**src/rtl/program_loader_pkg.sv**
```systemverilog
`default_nettype none
// ============================================================================
//  Module      : program_loader_pkg
//  Description : Shared types and constants for the program loader: FSM
//                state encoding and the byte/word geometry of a frame.
//  Revision    : 1.0  initial release
// ============================================================================
package program_loader_pkg;

    // Four bytes make up one 32-bit instruction word.
    localparam int BYTES_PER_WORD = 4;

    // Explicit 3-bit encoding so state values are stable in waveforms.
    typedef enum logic [2:0] {
        ST_IDLE   = 3'd0,
        ST_LEN_LO = 3'd1,
        ST_LEN_HI = 3'd2,
        ST_DATA   = 3'd3,
        ST_WRITE  = 3'd4,
        ST_CHECK  = 3'd5,
        ST_DONE   = 3'd6,
        ST_ERROR  = 3'd7
    } state_t;

    // States in which the loader pulls bytes from the RX path.
    function automatic logic state_accepts_bytes(input state_t s);
        return (s == ST_LEN_LO) || (s == ST_LEN_HI) ||
               (s == ST_DATA)   || (s == ST_CHECK);
    endfunction

endpackage
`default_nettype wire

```
**src/rtl/program_loader_byte_word_assembler.sv**
```systemverilog
`default_nettype none
// ============================================================================
//  Module      : program_loader_byte_word_assembler
//  Description : Places incoming bytes little-endian into a word; byte k of
//                the word lands at bits [8k+7:8k]. Flags the 4th byte.
//  Revision    : 1.0  initial release
// ============================================================================
module program_loader_byte_word_assembler
    import program_loader_pkg::*;
#(
    parameter int DATA_WIDTH = 32
) (
    input  logic                  clk,
    input  logic                  reset,
    input  logic                  i_clear,
    input  logic                  i_valid,
    input  logic [7:0]            i_byte,
    output logic [DATA_WIDTH-1:0] o_word,
    output logic                  o_word_complete
);

    localparam int CNT_W = $clog2(BYTES_PER_WORD);
    localparam logic [CNT_W-1:0] c_last_byte = CNT_W'(BYTES_PER_WORD - 1);

    logic [CNT_W-1:0]      r_count;
    logic [DATA_WIDTH-1:0] r_word;
    logic [DATA_WIDTH-1:0] w_word;

    // Current partial word with the incoming byte dropped into its lane, so
    // the completed word is available in the same cycle as the last byte.
    always_comb begin
        w_word = r_word;
        w_word[8*r_count +: 8] = i_byte;
    end

    assign o_word          = w_word;
    assign o_word_complete = i_valid && (r_count == c_last_byte);

    // Byte lane counter and partial word storage; restart after each word.
    always_ff @(posedge clk) begin
        if (!reset || i_clear) begin
            r_count <= '0;
            r_word  <= '0;
        end else if (i_valid) begin
            if (r_count == c_last_byte) begin
                r_count <= '0;
                r_word  <= '0;
            end else begin
                r_count <= r_count + CNT_W'(1);
                r_word  <= w_word;
            end
        end
    end

endmodule
`default_nettype wire

```
**src/rtl/program_loader.sv**
```systemverilog
`default_nettype none
// ============================================================================
//  Module      : program_loader
//  Description : Receives a framed byte stream (16-bit length, N words,
//                XOR checksum) and writes the words into program memory at
//                word-aligned byte addresses, holding the core until a frame
//                loads cleanly.
//  Revision    : 1.0  initial release
// ============================================================================
module program_loader
    import program_loader_pkg::*;
#(
    parameter int MEMORY_DEPTH = 32,
    parameter int DATA_WIDTH   = 32
) (
    input  logic                  clk,
    input  logic                  reset,
    input  logic                  i_start,
    input  logic [7:0]            i_rx_data,
    input  logic                  i_rx_valid,
    output logic                  o_rx_ready,
    output logic                  o_mem_write,
    output logic [DATA_WIDTH-1:0] o_mem_address,
    output logic [DATA_WIDTH-1:0] o_mem_wdata,
    output logic                  o_cpu_hold,
    output logic                  o_done,
    output logic                  o_error
);

    localparam logic [15:0] c_max_len = 16'(MEMORY_DEPTH);

    state_t                r_state;
    logic [15:0]           r_len;
    logic [15:0]           r_word_index;
    logic [7:0]            r_checksum;
    logic                  r_mem_write;
    logic [DATA_WIDTH-1:0] r_mem_address;
    logic [DATA_WIDTH-1:0] r_mem_wdata;
    logic                  r_cpu_hold;
    logic                  r_done;
    logic                  r_error;

    logic                  w_rx_ready;
    logic                  w_restart;
    logic                  w_data_byte;
    logic [15:0]           w_len_full;
    logic [15:0]           w_next_index;
    logic [DATA_WIDTH-1:0] w_word;
    logic                  w_word_complete;
    logic [DATA_WIDTH-1:0] w_word_address;

    assign w_rx_ready     = state_accepts_bytes(r_state);
    assign w_restart      = i_start && ((r_state == ST_IDLE) ||
                                        (r_state == ST_DONE) ||
                                        (r_state == ST_ERROR));
    assign w_data_byte    = i_rx_valid && (r_state == ST_DATA);
    assign w_len_full     = {i_rx_data, r_len[7:0]};
    assign w_next_index   = r_word_index + 16'd1;
    assign w_word_address = DATA_WIDTH'({r_word_index, 2'b00});

    program_loader_byte_word_assembler #(
        .DATA_WIDTH (DATA_WIDTH)
    ) u_assembler (
        .clk             (clk),
        .reset           (reset),
        .i_clear         (w_restart),
        .i_valid         (w_data_byte),
        .i_byte          (i_rx_data),
        .o_word          (w_word),
        .o_word_complete (w_word_complete)
    );

    // Frame sequencer: length capture, word writes, checksum verdict.
    always_ff @(posedge clk) begin
        if (!reset) begin
            r_state       <= ST_IDLE;
            r_len         <= '0;
            r_word_index  <= '0;
            r_checksum    <= '0;
            r_mem_write   <= 1'b0;
            r_mem_address <= '0;
            r_mem_wdata   <= '0;
            r_cpu_hold    <= 1'b1;
            r_done        <= 1'b0;
            r_error       <= 1'b0;
        end else begin
            r_mem_write <= 1'b0;
            case (r_state)
                ST_IDLE, ST_DONE, ST_ERROR: begin
                    if (i_start) begin
                        r_state      <= ST_LEN_LO;
                        r_len        <= '0;
                        r_word_index <= '0;
                        r_checksum   <= '0;
                        r_done       <= 1'b0;
                        r_error      <= 1'b0;
                        r_cpu_hold   <= 1'b1;
                    end
                end
                ST_LEN_LO: begin
                    if (i_rx_valid) begin
                        r_len[7:0] <= i_rx_data;
                        r_checksum <= r_checksum ^ i_rx_data;
                        r_state    <= ST_LEN_HI;
                    end
                end
                ST_LEN_HI: begin
                    if (i_rx_valid) begin
                        r_len      <= w_len_full;
                        r_checksum <= r_checksum ^ i_rx_data;
                        if (w_len_full == 16'd0) begin
                            r_state <= ST_CHECK;
                        end else if (w_len_full > c_max_len) begin
                            r_state <= ST_ERROR;
                            r_error <= 1'b1;
                        end else begin
                            r_state <= ST_DATA;
                        end
                    end
                end
                ST_DATA: begin
                    if (i_rx_valid) begin
                        r_checksum <= r_checksum ^ i_rx_data;
                        if (w_word_complete) begin
                            r_mem_write   <= 1'b1;
                            r_mem_address <= w_word_address;
                            r_mem_wdata   <= w_word;
                            r_state       <= ST_WRITE;
                        end
                    end
                end
                ST_WRITE: begin
                    // The strobe lasts this single cycle; advance to the next word.
                    r_word_index <= w_next_index;
                    r_state      <= (w_next_index == r_len) ? ST_CHECK : ST_DATA;
                end
                ST_CHECK: begin
                    if (i_rx_valid) begin
                        if (i_rx_data == r_checksum) begin
                            r_state    <= ST_DONE;
                            r_done     <= 1'b1;
                            r_cpu_hold <= 1'b0;
                        end else begin
                            r_state <= ST_ERROR;
                            r_error <= 1'b1;
                        end
                    end
                end
                default: begin
                    r_state <= ST_IDLE;
                end
            endcase
        end
    end

    assign o_rx_ready    = w_rx_ready;
    assign o_mem_write   = r_mem_write;
    assign o_mem_address = r_mem_address;
    assign o_mem_wdata   = r_mem_wdata;
    assign o_cpu_hold    = r_cpu_hold;
    assign o_done        = r_done;
    assign o_error       = r_error;

endmodule
`default_nettype wire
```
**config.mk**
```make
export PLATFORM = sky130hd
export DESIGN_NAME = program_loader
export DESIGN_NICKNAME = d
export VERILOG_FILES = /design/src/rtl/program_loader_pkg.sv /design/src/rtl/program_loader_byte_word_assembler.sv /design/src/rtl/program_loader.sv
export SDC_FILE = /design/constraint.sdc
export NUM_CORES = 1
export LEC_CHECK = 0
export CAP_MARGIN = 20
export CORE_ASPECT_RATIO = 1.2
export CORE_MARGIN = 2
export CORE_UTILIZATION = 43
export DETAILED_ROUTE_END_ITERATION = 12
export GPL_ROUTABILITY_DRIVEN = 1
export PLACE_DENSITY = 0.75
export SLEW_MARGIN = 20
export SYNTH_ARGS = -nofsm -noshare
export SYNTH_HDL_FRONTEND = slang
export SYNTH_SLANG_ARGS = --single-unit
```
**constraint.sdc**
```tcl
create_clock -name clk -period 2.61 [get_ports clk]
set_input_delay 0.783 -clock clk [delete_from_list [all_inputs] [get_ports clk]]
set_output_delay 0.783 -clock clk [all_outputs]
set_load 0.05 [all_outputs]
```
==> results of run 1 <==
==> critical path: stages <==
cell,delay (ns)
clkdlybuf4s50_1,0.59
inv_1,0.06
a2111oi_0,0.43
nand4_1,0.17
a2111oi_0,0.43
buf_4,0.19
o21ai_0,0.09
==> power breakdown <==
group | total, mW | switching [mW] | internal [mW]
combinational | 1.54 | 0.952 | 0.586
sequential | 2.17 | 0.115 | 2.06
clock | 2.24 | 0.904 | 1.33
==> cell usage after synthesis (all sizes together) (2+ instances only) <==
library cell and instances:
a2111oi 3, a21boi 74, a21oi 15, a22o 32
a22oi 41, and2 3, and3 5, and4 2
buf 40, clkbuf 33, clkinv 3, dfxtp 129
ha 7, inv 13, mux2i 2, nand2 142
nand2b 2, nand3 16, nand3b 5, nand4 8
nor2 69, nor2b 22, nor3 10, nor3b 3
nor4 11, o211ai 2, o21a 2, o21ai 31
o221ai 2, o22ai 2, o31ai 2, or2 2
or3 2, or4 3, xnor2 13, xor2 11
==> timing repair <==
item,in CTS,in global routing
gates resized for setup,0,1
endpoints found under the setup margin,0,1
endpoints found under the hold margin,0,0
buffers inserted,0,0
==> cell type report <==
cell class	instances	area (um^2)	area share [%]
timing repair buffer	116	1110	13.9
clock inverter	12	110	1.38
inverter	16	60.1	0.752
clock buffer	19	443	5.55
multi-input combinational	574	3420	42.9
sequential	129	2580	32.3
tap	204	255	3.20
==> registers in the layout, indices dropped and copies added, names as in the netlist, 2 cells and up <==
name                 flops
o_mem_wdata             32
u_assembler.r_word      32
o_mem_address           16
r_len                   16
r_word_index            16
r_checksum               8
r_state                  3
u_assembler.r_count      2
==> per-stage QoR <==
step           power, mW  hold slack [ns]  std cells  setup TNS, ns  utilization (%)
3_3_place_gp        3.73            0.452       1039         -0.609             50.1
2_1_floorplan       3.25            0.460        793              0                -
5_1_grt             6.24            0.483       1070              0             53.8
4_1_cts             5.98            0.464       1070              0             53.8
3_5_place_dp        3.74            0.457       1039         -0.534             50.1
6_report            5.95            0.459       1070              0             53.8
==> worst paths after layout <==
path / startpoint / end / slack (ns) / cells past startpoint
setup / recovery: i_rx_data[5] / o_cpu_hold / 0.19 / 7
setup reg to reg: r_word_index[5] / r_state[1] / 0.23 / 6
hold / removal: o_mem_address[4] / o_mem_address[4] / 0.46 / 2
hold reg to reg: o_mem_address[4] / o_mem_address[4] / 0.46 / 2
==> cell families after synthesis <==
| group | share of synthesized area [%] |
|---|---|
| compound gates | 24.4 |
| xor+xnor | 3.27 |
| fa+ha+maj | 1.36 |
| buf+inv | 7.60 |
| flops | 40.1 |
| mux | 0.486 |
| other cells | 0.0583 |
| simple gates | 22.7 |
==> routing by layer <==
layer | vias up | GRT usage [%]
met4 | 0 | 9.15
li1 | 2841 | -
met1 | 2726 | 25.4
met5 | - | 0
met2 | 183 | 34.0
met3 | 34 | 5.52
==> run_results.csv, run 1 <==
group,metric,value,unit
place,placed_cell_area,7430,um^2
layout,fin_nets,873,
yosys,synth_edf_count,0,
sta,rsz0062_at_grt,"false",
cts,tritoncts,"done",
drt,first_pass_iters,7,
worst_setup_path,cp.required,2.92,ns
power,power_density,745,nW/um^2
drt,met1_length,6790,um
power,vdd_drop_max,0.440,mV
place,routabilityCongestion,0.897,
sta,fmax,0.413,GHz
worst_setup_path,critPathArrivalTime,2.73,ns
worst_setup_path,cp_max_fo,4,
layout,fillCellCount,1404,
drt,top_layer,"met4",
drt,ant_nets,0,
drt,routed_wl,16000,um
layout,antenna_cells,0,
place,dp_hpwl,11100,um
yosys,synthTopCellsByArea,"dfxtp_1 (40%), a21boi_0 (8.5%), nand2_1 (8.3%)",
worst_setup_path,cp-end-kind,"register",
yosys,synth_ff_type,"dfxtp_1",
sta,min_period,2.42,ns
floorplanning,ioPinCount,81,
place,port_buffers,64,
worst_setup_path,worst_setup_path_start_kind,"primary input",
floorplanning,num_rows,49,
yosys,seq_area_frac_synth,40.1,%
yosys,async_flop_share,0,%
global_routing,grt_pass1_vias,5426,
sta,setup_viol,0,
sta,slew_viol_final,0,
yosys,synth_top_area_share,40.1,%
worst_hold_path,hold_path_class,"reg -> reg",
yosys,ys_seq_elements,129,
floorplanning,die_area,16000,um^2
floorplanning,die_w,116,um
sta,hold_violations,0,
cts,clock_path_buffers,2,
cts,root_buffer,"clkbuf_16",
yosys,postSynthCellCount,778,
sta,period_share,92.8,%
job,cap_violations,0,
drt,avgViaCountPerCell,5.41,
floorplanning,fp.dieH,138,um
layout,area_growth,24.1,%
yosys,syn-cell-area,6440,um^2
cts,cts_hold_repair.buffers,0,
floorplanning,start_util,43.4,%
global_routing,track_usage,20.8,%
yosys,yosysTopAreaCell,"dfxtp_1",
yosys,syn_area_per_cell,8.27,um^2
layout,final_cell_mix,"nand2_1 (142), dfxtp_1 (129), a21boi_0 (73), nor2_1 (68), clkdlybuf4s50_1 (62)",
cts,clk_latency,0.43,ns
yosys,yosysWarnings,0,
sta,fin_skew,0.0105,ns
layout,final_common_cell,"nand2_1",
outcome,status,"finished clean",
drt,drtIter0Drc,331,
drt,dr_wl_met3,923,um
cts,cts_sinks,129,
cts,path_clk_slew,0.06,ns
yosys,ys_types,62,
cts,cts_inserted_buffers,17,
global_routing,grt_pass1_wl,26600,um
drt,routedWlPerCell,15.0,um
layout,drive_above_1_share,11.4,%
global_routing,grt_max_degree,49,
drt,drcViolationCount,0,
global_routing,antenna_found_initial,0,
worst_setup_path,critical_path_class,"in -> reg",
sta,worst_pin_slew,0.640,ns
layout,final_area,7990,um^2
global_routing,gr-total-overflow,0,
power,p_leak,2.90,nW
floorplanning,core_area,14800,um^2
drt,wl_met2,7910,um
drt,vias,5784,
sta,fin_ws,0.188,ns
sta,relSlewSlack,57.2,%
cts,h-tree-depth,4,
place,pre_cts_ws,-0.221,ns
(Power assumes the default switching activity.)
==> run 2: changes to the inputs <==
--- a/config.mk
+++ b/config.mk
@@ -15,4 +15,5 @@
 export SLEW_MARGIN = 20
 export SYNTH_ARGS = -nofsm -noshare
 export SYNTH_HDL_FRONTEND = slang
+export SYNTH_HIERARCHICAL = 1
 export SYNTH_SLANG_ARGS = --single-unit
==> run_results.csv, run 2 <==
group,metric,value,unit
global_routing,antenna_found_initial,0,
sta,slew_viol_final,0,
cts,h-tree-depth,4,
drt,routedWlPerCell,15.6,um
floorplanning,start_util,43.9,%
power,p_switching,1.80,mW
worst_hold_path,hold_path_class,"reg -> reg",
yosys,synth_common_cells,"nand2_1 (153), dfxtp_1 (129), a21boi_0 (77)",
layout,antenna_cells,0,
cts,path_clk_slew,0.06,ns
worst_setup_path,crit_chain,"nand3_2, or4_1, or4_1, o311a_2, nor4_4, a21oi_1, o31a_1",
power,p_comb_share,22.7,%
layout,drive_above_1_share,13.1,%
place,placed_cells,1060,
drt,drcViolationCount,0,
floorplanning,fp.dieH,139,um
yosys,seq_area_frac_synth,39.3,%
global_routing,gr-total-overflow,0,
yosys,ys_seq_elements,129,
floorplanning,ioPinCount,81,
place,dp_hpwl,11400,um
cts,cts_sinks,129,
drt,first_pass_iters,5,
worst_setup_path,worst_setup_path_start_kind,"register",
yosys,async_flop_share,0,%
sta,setup_viol,0,
place,routabilityCongestion,0.861,
floorplanning,die_area,16300,um^2
layout,fillCellCount,1371,
job,cap_violations,0,
sta,worst_pin_slew,0.898,ns
cts,tritoncts,"done",
global_routing,grt_pass1_vias,5668,
place,port_buffers,64,
floorplanning,core_area,15000,um^2
drt,vias,5994,
sta,rsz0062_at_grt,"false",
sta,fmax,0.401,GHz
drt,ant_nets,0,
sta,hold_violations,0,
sta,fin_skew,0.0101,ns
power,p_leak,2.90,nW
cts,root_buffer,"clkbuf_16",
worst_setup_path,critPathSlowestCell,"or4_1",
drt,drtIter0Drc,352,
yosys,synth_top_area_share,39.3,%
layout,area_growth,26.2,%
yosys,synth_edf_count,0,
power,swShare,30.3,%
cts,clock_path_buffers,2,
yosys,synthTopCellsByArea,"dfxtp_1 (39%), a21boi_0 (8.8%), nand2_1 (8.7%)",
yosys,postSynthCellCount,793,
worst_setup_path,cp-end-kind,"register",
worst_setup_path,critPathArrivalTime,2.79,ns
layout,stdcell_count,1092,
global_routing,grt_pass1_wl,27800,um
worst_setup_path,cp.required,2.91,ns
power,power_frac_clock,41.6,%
power,pwr-share-seq,35.7,%
layout,final_cell_mix,"nand2_1 (153), dfxtp_1 (129), a21boi_0 (77), clkdlybuf4s50_1 (62), buf_4 (58)",
sta,min_period,2.49,ns
layout,final_common_cell,"nand2_1",
drt,routed_wl,17100,um
sta,period_share,95.6,%
floorplanning,num_rows,49,
cts,cts_inserted_buffers,17,
cts,clk_latency,0.41,ns
global_routing,grt_max_degree,96,
floorplanning,die_w,117,um
yosys,yosysTopAreaCell,"dfxtp_1",
power,power_density,718,nW/um^2
worst_setup_path,critical_path_class,"reg -> reg",
layout,final_area,8290,um^2
power,p_int,4.15,mW
worst_setup_path,crit_path_max_incr_delay,0.55,ns
drt,avgViaCountPerCell,5.49,
place,placed_cell_area,7650,um^2
yosys,ys_types,65,
yosys,syn-cell-area,6570,um^2
worst_setup_path,crit_top_cell,"or4_1",
global_routing,track_usage,21.5,%
yosys,yosysWarnings,6,
worst_setup_path,cp_max_fo,4,
outcome,status,"finished clean",
layout,fin_nets,895,
sta,relSlewSlack,39.7,%
yosys,syn_area_per_cell,8.29,um^2
yosys,synth.most_common_cell,"nand2_1",
yosys,synth_ff_type,"dfxtp_1",
cts,cts_hold_repair.buffers,0,
power,vdd_drop_max,0.417,mV
[run 2: changes by cell type after synthesis, moves of 7 or more]
cell     before  now
a22oi_1      41    2
a32o_1        0   14
a32oi_1       0    8
buf_6         8    0
nand2_1     142  153
nand3_1      16   28
nor2_1       69   39
nor2b_1      22    8
nor3_1       10   17
[run 2: area by class of cell]
class                   count  area [um^2]  share of cell area, %
clock buffers              18          429                   5.18
clock inverters            13          186                   2.25
inverters                  19         71.3                  0.860
multi-input cells         582         3590                   43.3
flip-flops and latches    129         2580                   31.1
well taps                 204          255                   3.08
repair buffers            127         1180                   14.2
[run 2: kinds of logic after synthesis]
kind of cell               Yosys count  synth area share (%)
DFF                                129                  39.3
other                                1                0.0571
adders and majority gates            7                  1.33
and+or+nand+nor                    308                  22.8
AOI/OAI and AO/OA                  219                  24.7
muxes                                5                 0.781
xor gates and xnor gates            27                  3.60
buffers and inverters               97                  7.39
[run 2: metrics by stage]
step           util [%]  setup WS (ns)  hold slack [ns]  total power [mW]  TNS (ns)
3_3_place_gp       51.2         -0.266            0.447              3.47    -0.871
6_report           55.4          0.116            0.457              5.96         0
3_5_place_dp       51.2         -0.340            0.456              3.49     -2.08
5_1_grt            55.4        0.00217            0.481              6.22         0
2_1_floorplan         -        0.00707            0.442              3.04         0
4_1_cts            55.3         0.0610            0.463              5.97         0
[run 2: worst max-delay path, delay by kind of cell, from the launching register on]
family | cells | cell delay (ns)
and+or+nand+nor | 4 | 1.51
AOI/OAI and AO/OA | 3 | 0.53
DFF | 1 | 0.35
[run 2: power by group through the flow]
stage	sequential, mW	combinational, mW	clock (mW)
2_1_floorplan	2.16	0.881	0
3_3_place_gp	2.16	1.30	0
3_5_place_dp	2.17	1.32	0
4_1_cts	2.13	1.33	2.51
5_1_grt	2.14	1.49	2.59
6_report	2.13	1.35	2.48
[run 2: final timing paths]
check,cells after the start,to,startpoint,slack (ns)
hold / removal,2,o_mem_address[11],o_mem_address[11],0.46
hold reg to reg,2,o_mem_address[11],o_mem_address[11],0.46
setup reg to reg,7,r_state[1],r_word_index[9],0.12
setup / recovery,7,r_state[1],r_word_index[9],0.12
[run 2: what timing repair did]
item / in CTS / in global routing
buffers inserted: 0 / 1
setup endpoints to repair: 0 / 2
gates resized for setup: 0 / 3
hold endpoints to repair: 0 / 0
[run 2: per-layer routing]
metal	GRT usage (%)	vias to the layer above	share of wire, %
met5	0	-	0
met4	8.98	0	2.4
met3	4.40	29	4.4
met2	37.2	175	51
met1	25.5	2851	42
li1	-	2939	-
==> run 3: changes to the inputs <==
--- a/config.mk
+++ b/config.mk
@@ -9,6 +9,7 @@
 export CORE_ASPECT_RATIO = 1.2
 export CORE_MARGIN = 2
 export CORE_UTILIZATION = 43
+export CTS_BUF_LIST = sky130_fd_sc_hd__clkbuf_4 sky130_fd_sc_hd__clkbuf_8
 export DETAILED_ROUTE_END_ITERATION = 12
 export GPL_ROUTABILITY_DRIVEN = 1
 export PLACE_DENSITY = 0.75
==> run_results.csv, run 3 (synthesized netlist as in run 2, its figures left out) <==
group,metric,value,unit
outcome,status,"finished clean",
power,p_switching,1.73,mW
floorplanning,ioPinCount,81,
power,power_frac_clock,34.9,%
job,cap_violations,0,
power,p_comb_share,25.3,%
place,dp_hpwl,11400,um
layout,final_cell_mix,"nand2_1 (153), dfxtp_1 (129), a21boi_0 (77), clkdlybuf4s50_1 (62), buf_4 (58)",
power,p_int,3.60,mW
floorplanning,fp.dieH,139,um
cts,tritoncts,"done",
worst_hold_path,holdPathStages,2,
worst_hold_path,hold_path_class,"reg -> reg",
floorplanning,core_area,15000,um^2
cts,root_buffer,"clkbuf_8",
worst_setup_path,crit_buf_inv,0,
sta,hold_violations,0,
worst_setup_path,critPathSlowestCell,"or4_1",
sta,setup_tns,0,ns
cts,clock_path_buffers,2,
layout,multi_input_area,3580,um^2
sta,slew_viol_final,0,
power,swShare,32.4,%
drt,vias,6008,
worst_setup_path,worst_setup_path_start_kind,"register",
drt,first_pass_iters,5,
worst_setup_path,rr_startpoint,"r_word_index[9]",
sta,setup_viol,0,
worst_setup_path,cp_max_fo,4,
worst_setup_path,crit_family,"simple AND/OR/NAND/NOR gates",
place,port_buffers,64,
global_routing,gr-total-overflow,0,
cts,cts_sinks,129,
drt,drcViolationCount,0,
floorplanning,die_area,16300,um^2
power,p_leak,2.82,nW
drt,routedWlPerCell,15.3,um
layout,fin_nets,895,
drt,routed_wl,16700,um
floorplanning,die_w,117,um
worst_setup_path,startpoint,"r_word_index[9]",
place,routabilityCongestion,0.861,
cts,path_clk_slew,0.08,ns
cts,cts_inserted_buffers,17,
sta,rsz0062_at_grt,"true",
power,pwr-share-seq,39.8,%
worst_setup_path,crit_path_max_incr_delay,0.55,ns
layout,antenna_cells,0,
sta,relSlewSlack,32.5,%
worst_setup_path,critical_path_class,"reg -> reg",
cts,h-tree-depth,4,
worst_setup_path,crit_chain,"nand3_2, or4_1, or4_1, o311a_2, nor4_4, a21oi_1, o31a_1",
layout,area_growth,23.3,%
floorplanning,num_rows,49,
worst_setup_path,r2r_cells,7,
sta,fin_skew,0.0114,ns
layout,fillCellCount,1412,
worst_setup_path,cp.depth,7,
worst_setup_path,crit_top_cell,"or4_1",
sta,worst_pin_slew,1.01,ns
sta,fmax,0.402,GHz
layout,register_area,2580,um^2
layout,final_common_cell,"nand2_1",
drt,drtIter0Drc,318,
worst_setup_path,r2r_end,"r_state[1]",
global_routing,grt_pass1_wl,27300,um
layout,utilization,54.2,%
drt,avgViaCountPerCell,5.50,
layout,drive_above_1_share,13.1,%
sta,period_share,95.4,%
sta,min_period,2.49,ns
global_routing,grt_max_degree,96,
floorplanning,start_util,43.9,%
worst_setup_path,cp-end-kind,"register",
global_routing,grt_pass1_vias,5641,
worst_setup_path,critPathArrivalTime,2.82,ns
power,power_density,658,nW/um^2
power,vdd_drop_max,0.347,mV
global_routing,antenna_found_initial,0,
worst_setup_path,r2r_slack,0.12,ns
global_routing,track_usage,21.0,%
cts,clk_latency,0.44,ns
worst_setup_path,endpoint,"r_state[1]",
drt,ant_nets,0,
worst_setup_path,cp.required,2.94,ns
[run 3: cell counts in the layout (fill, tap and decap cells not counted)]
No cell type changed its count.
[run 3: tightest hold or removal path, delay by kind of cell, from the launching register on]
| kind | cells | cell delay, ns |
|---|---|---|
| AOI/OAI and AO/OA | 1 | 0.06 |
| and+or+nand+nor | 1 | 0.04 |
| DFF | 1 | 0.31 |
[run 3: how the worst min path moves through the flow]
stage	start	to	slack [ns]
global route	u_assembler/r_word[19]	u_assembler/r_word[19]	0.49
finish	o_mem_address[11]	o_mem_address[11]	0.46
CTS	o_mem_address[11]	o_mem_address[11]	0.47
floorplan	u_assembler/r_word[11]	u_assembler/r_word[11]	0.44
global placement	u_assembler/r_word[21]	u_assembler/r_word[21]	0.45
detailed placement	u_assembler/r_word[19]	u_assembler/r_word[19]	0.46
[run 3: cell type report]
| class | instances | share of cell area, % |
|---|---|---|
| clock buffers | 18 | 2.98 |
| clock inverters | 13 | 2.30 |
| inverters | 19 | 0.880 |
| multi-input cells | 582 | 44.2 |
| repair buffers | 127 | 14.6 |
| well taps | 204 | 3.15 |
| flip-flops and latches | 129 | 31.9 |
[run 3: stage by stage]
step / area, um^2 / hold slack, ns / worst slack [ns] / power (mW) / instances
after global routing: 8100 / 0.486 / -0.00120 / 5.58 / 1092
after detailed placement: 7650 / 0.456 / -0.340 / 3.49 / 1060
final: 8100 / 0.460 / 0.121 / 5.33 / 1092
after floorplan: 6630 / 0.442 / 0.00707 / 3.04 / 808
after global placement: 7650 / 0.447 / -0.266 / 3.47 / 1060
after CTS: 8080 / 0.465 / 0.0595 / 5.34 / 1091
[run 3: power groups by stage]
stage	clock (mW)	sequential, mW	combinational [mW]
finish	1.86	2.12	1.35
global route	1.97	2.13	1.48
CTS	1.89	2.12	1.33
detailed placement	0	2.17	1.32
global placement	0	2.16	1.30
floorplan	0	2.16	0.881
[run 3: what timing repair did]
item / 4_1_cts / 5_1_grt
resized for setup: 0 / 2
endpoints found under the setup margin: 0 / 2
hold buffers: 0 / 0
hold endpoints to repair: 0 / 0
buffers inserted: 0 / 1
[run 3: layer usage]
layer	up-vias	track usage (%)	part of all wire (%)	wire length [um]
met4	0	10.6	3.1	513
met1	2870	24.9	42	7030
met3	37	4.40	4.3	725
li1	2938	-	-	-
met2	163	35.4	50	8440
met5	-	0	0	0
